===== src/rtl/pipeline_stall_sequencer.sv =====
// Central stall/flush scheduler for the 5-stage pipeline.
// Each cycle it picks one stall class (FREEZE > redirect > MDWAIT > LDSTALL > RUN)
// and drives a consistent set of PC, IF/ID and downstream register controls.
// It also owns the mult/div busy counter and a saturating stall-cycle counter.
// There is no valid/ready handshake here: all control outputs are level signals
// that the pipeline registers act on in the same cycle they are asserted.
module pipeline_stall_sequencer #(
  parameter int unsigned MULDIV_LATENCY = 32
) (
  input  logic        clk,
  input  logic        reset,
  input  logic        mem_wait_i,
  input  logic        redirect_i,
  input  logic        load_use_i,
  input  logic        hilo_use_i,
  input  logic        muldiv_start_i,
  output logic        pc_en_o,
  output logic        ifid_en_o,
  output logic        ifid_flush_o,
  output logic        idex_bubble_o,
  output logic        pipe_en_o,
  output logic        muldiv_busy_o,
  output logic        muldiv_done_o,
  output logic        overrun_o,
  output logic [1:0]  state_o,
  output logic [15:0] stall_cycles_o
);

  typedef enum logic [1:0] {
    ST_RUN     = 2'd0,
    ST_FREEZE  = 2'd1,
    ST_MDWAIT  = 2'd2,
    ST_LDSTALL = 2'd3
  } stall_class_e;

  localparam logic [7:0] MD_LOAD = 8'(MULDIV_LATENCY);

  stall_class_e class_d, state_q;
  logic [7:0]   md_cnt_d, md_cnt_q;
  logic         overrun_d, overrun_q;
  logic [15:0]  stall_d, stall_q;
  logic         md_busy;

  assign md_busy = (md_cnt_q != 8'd0);

  // Prioritised per-cycle control decision; everything is held off while reset is low.
  always_comb begin
    class_d       = ST_RUN;
    pc_en_o       = 1'b0;
    ifid_en_o     = 1'b0;
    ifid_flush_o  = 1'b0;
    idex_bubble_o = 1'b0;
    pipe_en_o     = 1'b0;
    if (!reset) begin
      class_d = ST_RUN;
    end else if (mem_wait_i) begin
      // Whole pipeline holds; redirect/load-use are re-evaluated once the wait clears.
      class_d = ST_FREEZE;
    end else if (redirect_i) begin
      // Flushing IF/ID and bubbling ID/EX also discards any load-use victim in ID.
      class_d       = ST_RUN;
      pc_en_o       = 1'b1;
      ifid_en_o     = 1'b1;
      ifid_flush_o  = 1'b1;
      idex_bubble_o = 1'b1;
      pipe_en_o     = 1'b1;
    end else if (md_busy && hilo_use_i) begin
      class_d       = ST_MDWAIT;
      idex_bubble_o = 1'b1;
      pipe_en_o     = 1'b1;
    end else if (load_use_i) begin
      class_d       = ST_LDSTALL;
      idex_bubble_o = 1'b1;
      pipe_en_o     = 1'b1;
    end else begin
      class_d   = ST_RUN;
      pc_en_o   = 1'b1;
      ifid_en_o = 1'b1;
      pipe_en_o = 1'b1;
    end
  end

  // Next values for the mult/div counter, overrun flag and stall-cycle counter.
  always_comb begin
    md_cnt_d  = md_cnt_q;
    overrun_d = overrun_q;
    stall_d   = stall_q;
    // A start only counts when the mult/div instruction actually advances into EX.
    if (muldiv_start_i && pipe_en_o && !md_busy) begin
      md_cnt_d = MD_LOAD;
    end else if (md_busy) begin
      // Keeps counting through FREEZE: the unit itself is not stalled by memory.
      md_cnt_d = md_cnt_q - 8'd1;
    end
    if (muldiv_start_i && pipe_en_o && md_busy) begin
      overrun_d = 1'b1;
    end
    if (!pc_en_o && (stall_q != 16'hFFFF)) begin
      stall_d = stall_q + 16'd1;
    end
  end

  // State registers; reset abandons any in-flight mult/div count without a done pulse.
  always_ff @(posedge clk or negedge reset) begin
    if (!reset) begin
      state_q   <= ST_RUN;
      md_cnt_q  <= 8'd0;
      overrun_q <= 1'b0;
      stall_q   <= 16'd0;
    end else begin
      state_q   <= class_d;
      md_cnt_q  <= md_cnt_d;
      overrun_q <= overrun_d;
      stall_q   <= stall_d;
    end
  end

  assign muldiv_busy_o  = md_busy;
  assign muldiv_done_o  = (md_cnt_q == 8'd1);
  assign overrun_o      = overrun_q;
  assign state_o        = state_q;
  assign stall_cycles_o = stall_q;

endmodule


===== config.mk =====
export PLATFORM = sky130hd
export DESIGN_NAME = pipeline_stall_sequencer
export DESIGN_NICKNAME = d
export VERILOG_FILES = /design/src/rtl/pipeline_stall_sequencer.sv
export SDC_FILE = /design/constraint.sdc
export NUM_CORES = 1
export LEC_CHECK = 0
export CORE_MARGIN = 2
export CORE_UTILIZATION = 52
export DETAILED_ROUTE_END_ITERATION = 7
export HOLD_SLACK_MARGIN = 0.15
export PLACE_DENSITY = 0.83
export SLEW_MARGIN = 20
export SYNTH_ARGS = -nofsm -noshare
export SYNTH_HDL_FRONTEND = slang
export SYNTH_SLANG_ARGS = --single-unit

===== constraint.sdc =====
create_clock -name clk -period 5.4 [get_ports clk]
set_input_delay 1.08 -clock clk [delete_from_list [all_inputs] [get_ports clk]]
set_output_delay 1.08 -clock clk [all_outputs]
set_load 0.01 [all_outputs]

==> qor.txt, run 1 <==
Outcome -> finished, final reports clean
Initial DRC Count -> 28
CTS Buffer Depth -> 2
Die width -> 55.68 um
Initial Util -> 55.56%
Remaining Overflow, GRT -> 0
Post-Syn Nets -> 146
Critical path launch point type -> primary input
Port Buffer Count -> 32
DR vias/cell -> 5.712
Final TNS setup -> 0 ps
Largest net degree at the start of global routing -> 29
Root buf cell -> clkbuf_4
Vias -> 1131
Asr flop ratio synth -> 100.0%
CTS Sinks -> 27
Top post-synthesis cells by area -> dfrtp_1, xnor2_1, mux2_1
Seq/Total Area, Yosys -> 48.65%
Placer congestion estimate -> 0.7730
Setup Buffers After CTS -> 0
Max_cap viols -> 0
Max-slew violations -> 0
Layout Cells excl Fill -> 198
Cts hold-fix bufs -> 0
Dominant synthesized flop cell -> dfrtp_1
Slew @ Worst Pin -> 675.0 ps
R2R Path Start -> md_cnt_q[0]
Worst Hold Class -> flop to flop
Gr usage total -> 19.11%
Max Fanout on Critical Path -> 16
Crit path required time -> 4320 ps
Antenna Cells -> 0
Post-synth EDFFs -> 0
Yosys top cell by area -> dfrtp_1
Tcrit/Tclk final -> 75.35%
Placed Cells -> 194
Chip height -> 55.68 um
# IOs -> 33
Clock skew after layout -> 6.884 ps
First-pass GRT wire length -> 4.836 mm
Vias in the first global route -> 1102
Post-route ant nets -> 0
Util after Layout -> 69.87%
Yosys Warn Count -> 0
GRT met1 Usage -> 25.30%
HP Start -> overrun_o
# H-tree levels -> 1
Global Route met2 Usage -> 30.95%
Crit path kind -> primary input to primary output
Worst skew pair latency -> 320 ps
Crit end category -> primary output
Fmax -> 245.8 MHz
RSZ-0062 raised after global routing -> no
Synth unique cells -> 35
Share of layout cells above drive strength 1 -> 5.357%
Top-count cell post-synth -> dfrtp_1
GRT Max-Usage Layer -> met2
CTS tree -> yes
DR pass1 iterations -> 4
Clock-pin slew on the worst setup and hold paths -> 140 ps
Met3 GRT Util -> 3.256%
Syn Inst Count -> 135
Synth Register Bits -> 27
TritonCTS buffer count -> 3
Row Count -> 18
Fin nets -> 180
Signal arrival time at the worst endpoint -> 2990 ps
Final setup viols -> 0
Fill cell count -> 203
Post-Syn Area -> 1389 um^2
Die area -> 3100 um^2
Yosys top cell area share -> 48.65%
Drt wl/cell -> 14.36 um
DP HPWL -> 2.144 mm
Total power -> 0.0006556 W
Max-slew headroom -> 54.89%
Worst Setup SP -> reset
Final wirelength -> 2.843 mm
Fin crit period -> 4069 ps
Pwr per Cell Area -> 375.4 nW/um^2
Core outline area -> 2500 um^2
Initial antenna violation count -> 0
P&R area growth vs syn -> 25.77%
Synth cell count leaders -> dfrtp_1, xnor2_1, nand3_1, nor2_1, nand2_1
Final hold viol count -> 0
Post-synthesis area per instance -> 10.29 um^2
Post-route DRC -> 0
Max IR drop VDD -> 0.3480 mV
P_leak -> 0.7666 nW
Post-CTS resize count -> 0
==> stage by stage <==
stage | worst slack (ps) | cell area (um^2) | hold WS [ps]
floorplan | 2194 | 1389 | 474.2
global placement | 1380 | 1719 | 458.2
detailed placement | 1333 | 1719 | 465.0
CTS | 1332 | 1747 | 497.2
global route | 1250 | 1747 | 521.1
finish | 1331 | 1747 | 490.1
==> worst paths after layout <==
check / to / slack, ps / depth (start not counted)
max: pc_en_o / 1330 / 5
min: overrun_o / 490 / 1
max reg2reg: stall_cycles_o[15] / 2940 / 7
min reg2reg: overrun_o / 490 / 1
max in group asynchronous: md_cnt_q[4] / 3940 / 2
min in group asynchronous: stall_cycles_o[12] / 1210 / 2
==> critical path: stages <==
cell	delay, ps
clkdlybuf4s50_1	520
nor2b_1	380
o311ai_4	320
inv_1	140
clkdlybuf4s50_1	540
==> power by group <==
part	internal [W]	leakage, nW	switching (W)
logic	0.000137	0.408	0.000103
clock network	0.0000278	0.0177	0.0000584
registers	0.000261	0.341	0.0000691
==> state kept, by name, indices dropped and copies added (netlist names) <==
register,flops
md_cnt_q,8
state_o,2
overrun_o,1
stall_cycles_o,16
==> final cells by class <==
type                       count  area, um^2  area share [%]
sequential                    27       675.6           38.68
multi-input combinational     97       651.9           37.32
timing repair buffer          33       327.8           18.77
tap                           30       37.54           2.149
inverter                       7       26.28           1.504
clock buffer                   3       22.52           1.289
clock inverter                 1       5.005          0.2865
==> cell families (layout without fill, tap and decap cells) <==
group	count (synthesis)	in the layout	share of synthesized area (%)
adder cells (fa/ha/maj)	4	4	3.604
multiplexers	7	7	5.585
AND/OR/NAND/NOR	62	62	23.43
flip-flops	27	27	48.65
XOR/XNOR	12	12	7.568
AO/OA/AOI/OAI	12	12	6.758
buffers and inverters	11	44	4.415
==> layer usage <==
metal	vias up	wire, um
met5	-	0
met4	0	40
met3	4	172
met2	41	1373
li1	531	-
met1	555	1256
==> cell usage in the layout (no fill, tap or decap), types with 2 or more instances in the layout <==
cell,instances
nand3_1,11
o21ai_0,2
dfrtp_1,27
inv_1,7
a21oi_1,4
and3_1,6
ha_1,4
clkdlybuf4s50_1,32
nand2_1,9
clkbuf_4,3
nand2b_1,2
nand4_1,8
mux2_1,5
nor2_1,11
xnor2_1,12
nor3b_1,2
nor3_1,4
(Power assumes the default switching activity.)
==> inputs of run 2 (changes only) <==
Settings changed: CORE_UTILIZATION 52 to 44, PLACE_DENSITY 0.83 to 0.75.
Clock period 5.4 ns to 3.5 ns, I/O delays scaled along.
==> run 2 against run 1 <==
  * Cell area is 1.6% higher
  * Worst setup slack lost 1100 ps
  * Critical path depth stayed put
  * Sequential share of layout area is 0.60 points lower
  * Sequential power is 54% higher
==> qor.txt, run 2 (same netlist as run 1, synthesis figures left out) <==
Initial DRC Count -> 24 (was 28)
Uppermost layer routed -> met4 (unchanged)
Port Buffer Count -> 32 (unchanged)
Crit end category -> primary output (unchanged)
P_leak -> 0.7671 nW (was 0.7666 nW)
DR vias/cell -> 5.183 (was 5.712)
CTS tree -> yes (unchanged)
Vias in the first global route -> 1025 (was 1102)
Row Count -> 20 (was 18)
Max Fanout on Critical Path -> 5 (was 16)
Met3 Routed Length -> 83 um (was 172 um)
Post-CTS resize count -> 0 (unchanged)
Setup Buffers After CTS -> 0 (unchanged)
Critical path launch point type -> primary input (unchanged)
P&R area growth vs syn -> 27.75% (was 25.77%)
# H-tree levels -> 1 (unchanged)
Chip height -> 60.18 um (was 55.68 um)
RSZ-0062 raised after global routing -> no (unchanged)
WL met1 -> 1.220 mm (was 1.256 mm)
Largest net degree at the start of global routing -> 29 (unchanged)
TritonCTS buffer count -> 3 (unchanged)
Worst Hold Class -> flop to flop (unchanged)
Clock skew after layout -> 9.602 ps (was 6.884 ps)
Fill cell count -> 271 (was 203)
Final setup margin -> 277.7 ps (was 1331 ps)
Share of layout cells above drive strength 1 -> 5.917% (was 5.357%)
Die width -> 60.18 um (was 55.68 um)
Remaining Overflow, GRT -> 0 (unchanged)
Final setup viols -> 0 (unchanged)
DP HPWL -> 2.060 mm (was 2.144 mm)
Pwr per Cell Area -> 571.6 nW/um^2 (was 375.4 nW/um^2)
Post-route DRC -> 0 (unchanged)
Fin crit period -> 3222 ps
DR pass1 iterations -> 4 (unchanged)
Root buf cell -> clkbuf_4 (unchanged)
Most common cell after layout, fill and taps aside -> clkdlybuf4s50_1 (unchanged)
Pre-CTS setup slack -> 280.7 ps (was 1333 ps)
First-pass GRT wire length -> 4.450 mm (was 4.836 mm)
Vias -> 1104 (was 1131)
Slew @ Worst Pin -> 536.5 ps (was 675.0 ps)
Fin nets -> 181 (was 180)
Comb power frac -> 36.5% (about the same)
Switch share -> 35.18% (was 35.16%)
Max_cap viols -> 0 (unchanged)
CTS Sinks -> 27 (unchanged)
Clock-pin slew on the worst setup and hold paths -> 140 ps (about the same)
Outcome -> finished, final reports clean (unchanged)
Number of flip-flops in the largest register -> 16 (unchanged)
Drt wl/cell -> 12.94 um (was 14.36 um)
Tcrit/Tclk final -> 92.07%
Max-slew headroom -> 64.13% (was 54.89%)
Final TNS setup -> 0 ps (unchanged)
Crit path kind -> primary input to primary output (unchanged)
Reg power frac -> 50.2% (was 50.3%)
Die area -> 3622 um^2 (was 3100 um^2)
CTS Buffer Depth -> 2 (unchanged)
Most frequent cells in the layout -> clkdlybuf4s50_1, dfrtp_1, xnor2_1, nor2_1, nand3_1 (unchanged)
Switching power total -> 0.0003568 W (was 0.0002305 W)
Gr usage total -> 16.21% (was 19.11%)
Max IR drop VDD -> 0.2881 mV (was 0.3480 mV)
Clock share of power -> 13.3% (was 13.1%)
Met2 WL post-DR -> 1.441 mm (was 1.373 mm)
Final wirelength -> 2.757 mm (was 2.843 mm)
Crit path required time -> 2800 ps (was 4320 ps)
Initial Util -> 45.87% (was 55.56%)
Placer congestion estimate -> 0.8729 (was 0.7730)
Signal arrival time at the worst endpoint -> 2520 ps (was 2990 ps)
Cts hold-fix bufs -> 0 (unchanged)
Final hold viol count -> 0 (unchanged)
Internal power -> 0.0006573 W (was 0.0004251 W)
Initial antenna violation count -> 0 (unchanged)
Antenna Cells -> 0 (unchanged)
Post-route ant nets -> 0 (unchanged)
Core outline area -> 3028 um^2 (was 2500 um^2)
Max-slew violations -> 0 (unchanged)
Worst skew pair latency -> 320 ps (about the same)
# IOs -> 33 (unchanged)
Fmax -> 310.3 MHz
[run 2: cell count changes in the layout (fill, tap and decap cells not counted)]
cell        before  now
buf_4            1    2
clkinv_2         1    0
clkinvlp_4       0    1
[run 2: metrics by stage]
| step | hold slack, ps | instances | utilization [%] | cell area, um^2 | total power [W] |
|---|---|---|---|---|---|
| 6_report | 497.4 | 213 | 58.60 | 1774 | 0.001014 |
| 5_1_grt | 539.8 | 213 | 58.60 | 1774 | 0.001087 |
| 4_1_cts | 503.9 | 213 | 58.60 | 1774 | 0.001029 |
| 3_5_place_dp | 461.3 | 209 | 57.60 | 1744 | 0.0008888 |
| 3_3_place_gp | 465.2 | 209 | 57.60 | 1744 | 0.0008657 |
| 2_1_floorplan | 404.4 | 135 | - | 1389 | 0.0007254 |
[run 2: final timing paths]
| path | startpoint | endpoint | slack, ps | cells after the start |
|---|---|---|---|---|
| worst max-delay path | reset | idex_bubble_o | 280 | 5 |
| worst min-delay path | overrun_o | overrun_o | 500 | 1 |
| worst max register to register | stall_cycles_o[0] | stall_cycles_o[1] | 1230 | 6 |
| worst min register to register | overrun_o | overrun_o | 500 | 1 |
| max in group asynchronous | reset | md_cnt_q[5] | 2410 | 2 |
| min in group asynchronous | reset | stall_cycles_o[5] | 830 | 2 |
[run 2: area by class of cell]
cell class | instances | area [um^2] | share of cell area (%)
flip-flops and latches | 27 | 675.6 | 38.08
multi-input cells | 97 | 651.9 | 36.74
repair buffers | 34 | 335.3 | 18.90
well taps | 44 | 55.05 | 3.103
inverters | 7 | 26.28 | 1.481
clock buffers | 3 | 22.52 | 1.269
clock inverters | 1 | 7.507 | 0.4231
[run 2: routing by layer]
metal,GRT usage [%],up-vias
met5,0,-
met4,2.857,0
met3,2.597,2
met2,29.35,22
met1,20.38,544
li1,-,536
[run 2: critical path, stage by stage]
cell             delay (ps)
clkdlybuf4s50_1         520
nor2b_1                 440
o21ai_0                 220
nand2_1                 100
clkdlybuf4s50_1         540
[run 2: power by group through the flow]
stage / sequential [W] / combinational, W / clock (W)
after floorplan: 0.000514 / 0.000211 / 0
after global routing: 0.000525 / 0.000407 / 0.000155
after detailed placement: 0.000514 / 0.000375 / 0
final: 0.000509 / 0.000370 / 0.000135
after global placement: 0.000508 / 0.000358 / 0
after CTS: 0.000508 / 0.000376 / 0.000144
==> inputs of run 3 (changes only) <==
Settings changed: GPL_ROUTABILITY_DRIVEN from default to 0.
==> results of run 3 <==
No change in the layout: final DEF, timing and power equal those of run 2.
==> variant, RTL diff (config.mk and constraints of run 3) <==
Make the reset (`reset`) synchronous in one clocked block.
--- a/src/rtl/pipeline_stall_sequencer.sv
+++ b/src/rtl/pipeline_stall_sequencer.sv
@@ -101,7 +101,7 @@
   end
 
   // State registers; reset abandons any in-flight mult/div count without a done pulse.
-  always_ff @(posedge clk or negedge reset) begin
+  always_ff @(posedge clk) begin
     if (!reset) begin
       state_q   <= ST_RUN;
       md_cnt_q  <= 8'd0;
Behaviour: differs if reset is asserted again (counterexample within 4 cycles, from zero or initial values and one cycle with reset low); with reset held inactive, the same outputs for 10 cycles.
==> variant against run 3 <==
- cell count grew 14%
- worst hold slack gained 0.0093 ns
- synthesized area grew 0.54%
- final area is the same
- sequential cell count is the same
- first-iteration DRC count grew to 2.9 times the old value
- worst setup slack lost 0.081 ns
- critical endpoint unchanged
- highest routed layer unchanged
- routed wire length grew 20%
- power shrank 12%
- count of clock-buffer cells in the layout is the same
- non-clock buffer count grew 2
==> variant: results (changes against run 3) <==
| Group | Item | This run | Change |
|:---|:---|:---|:---|
| final layout | Area of the multi-input gates | 771 um2 | +18% |
| outcome | Run status | complete, no violations |  |
| grt | Largest net degree at the start of global routing | 27 | -6.9% |
| final layout | Clock-cell share | 1.55% | -0.14 points |
| synth | Compound-Gate Fraction of Synth Area | 20.3% | +13 points |
| critical path | Highest net fanout along the worst path | 7 | +2 |
| final layout | Buffering overhead | 19.7% | +0.85 points |
| synth | Sequential-to-total area share from yosys stat | 38.7% | -9.9 points |
| final layout | Number of non-clock buffers | 36 | +5.9% |
| placement | Area after DPL | 0.00175 mm2 | +0.14% |
| timing | Slew at the pin with the worst max-slew slack | 0.605 ns | +0.0686 ns |
| drt | Via count | 1345 | +22% |
| timing | Worst hold-check slack | 0.507 ns | +0.00932 ns |
| grt | Global-route wire length before repair | 5.52 mm | +24% |
| critical path | Reg-to-reg setup timing slack | 1.35 ns | +0.12 ns |
| critical path | Arrival @ worst endpoint | 2.60 ns | +0.08 ns |
| final layout | Area taken by flip-flops and latches | 541 um2 | -20% |
| worst hold path | Worst hold path stage count | 2 | +1 |
| grt | Global Route Usage Sum | 19.8% | +3.6 points |
| pwr | Fraction of power consumed by combinational cells | 40.1% | +3.6 points |
| drt | DRT Wirelength | 3.30 mm | +20% |
| synth | Area share of xor/xnor cells in the synthesized design | 1.88% | -5.7 points |
| final layout | Inverter count of the layout excluding clock inverters | 8 | +1 |
| pwr | Internal power consumption | 0.000559 W | -15% |
| pwr | Peak ir drop on the vdd network | 0.209 mV | -28% |
| final layout | Multi-input logic cell count | 124 | +28% |
| final layout | Filler instances | 277 | +2.2% |
| synth | Top area cells in the synthesized netlist | sky130_fd_sc_hd__dfxtp_1, sky130_fd_sc_hd__a21oi_2, sky130_fd_sc_hd__nor2_1, sky130_fd_sc_hd__nand2_1, sky130_fd_sc_hd__or3_1 |  |
| placement | Detailed placement HPWL | 2.56 mm | +24% |
-- variant: changes by cell type in the layout (fill, tap and decap cells not counted), moves of 8 or more --
cell,before,now
sky130_fd_sc_hd__a21oi_2,0,8
sky130_fd_sc_hd__dfrtp_1,27,0
sky130_fd_sc_hd__dfxtp_1,0,27
sky130_fd_sc_hd__o21ai_1,0,10
sky130_fd_sc_hd__or3_1,1,9
sky130_fd_sc_hd__xnor2_1,12,1
-- variant: through the flow --
| stage | std cells | utilization, % |
|---|---|---|
| after floorplan | 165 | - |
| after global placement | 239 | 57.7 |
| after detailed placement | 239 | 57.7 |
| after CTS | 243 | 58.6 |
| after global routing | 243 | 58.6 |
| final | 243 | 58.6 |
-- variant: layer usage --
metal	GRT usage [%]	up-vias	share of wire (%)
met5	0	-	0
met4	6.98	0	1.7
met1	22.4	647	43
met2	36.6	28	52
li1	-	663	-
met3	4.05	7	3.1
-- variant: worst min path at each step --
stage                        to   startpoint
finish              md_cnt_q[5]  md_cnt_q[5]
CTS                 md_cnt_q[5]  md_cnt_q[5]
global route        md_cnt_q[5]  md_cnt_q[5]
floorplan           md_cnt_q[5]  md_cnt_q[5]
global placement      overrun_o    overrun_o
detailed placement  md_cnt_q[5]  md_cnt_q[5]
-- variant: worst max-delay path, cell delays in order (launching register included) --
cell                              delay (ns)
sky130_fd_sc_hd__dfxtp_1                0.42
sky130_fd_sc_hd__inv_1                  0.10
sky130_fd_sc_hd__ha_1                   0.23
sky130_fd_sc_hd__nor3b_1                0.17
sky130_fd_sc_hd__and2_1                 0.21
sky130_fd_sc_hd__inv_2                  0.12
sky130_fd_sc_hd__nand2_1                0.08
sky130_fd_sc_hd__a211o_1                0.30
sky130_fd_sc_hd__nand2b_1               0.07
sky130_fd_sc_hd__clkdlybuf4s50_1        0.55
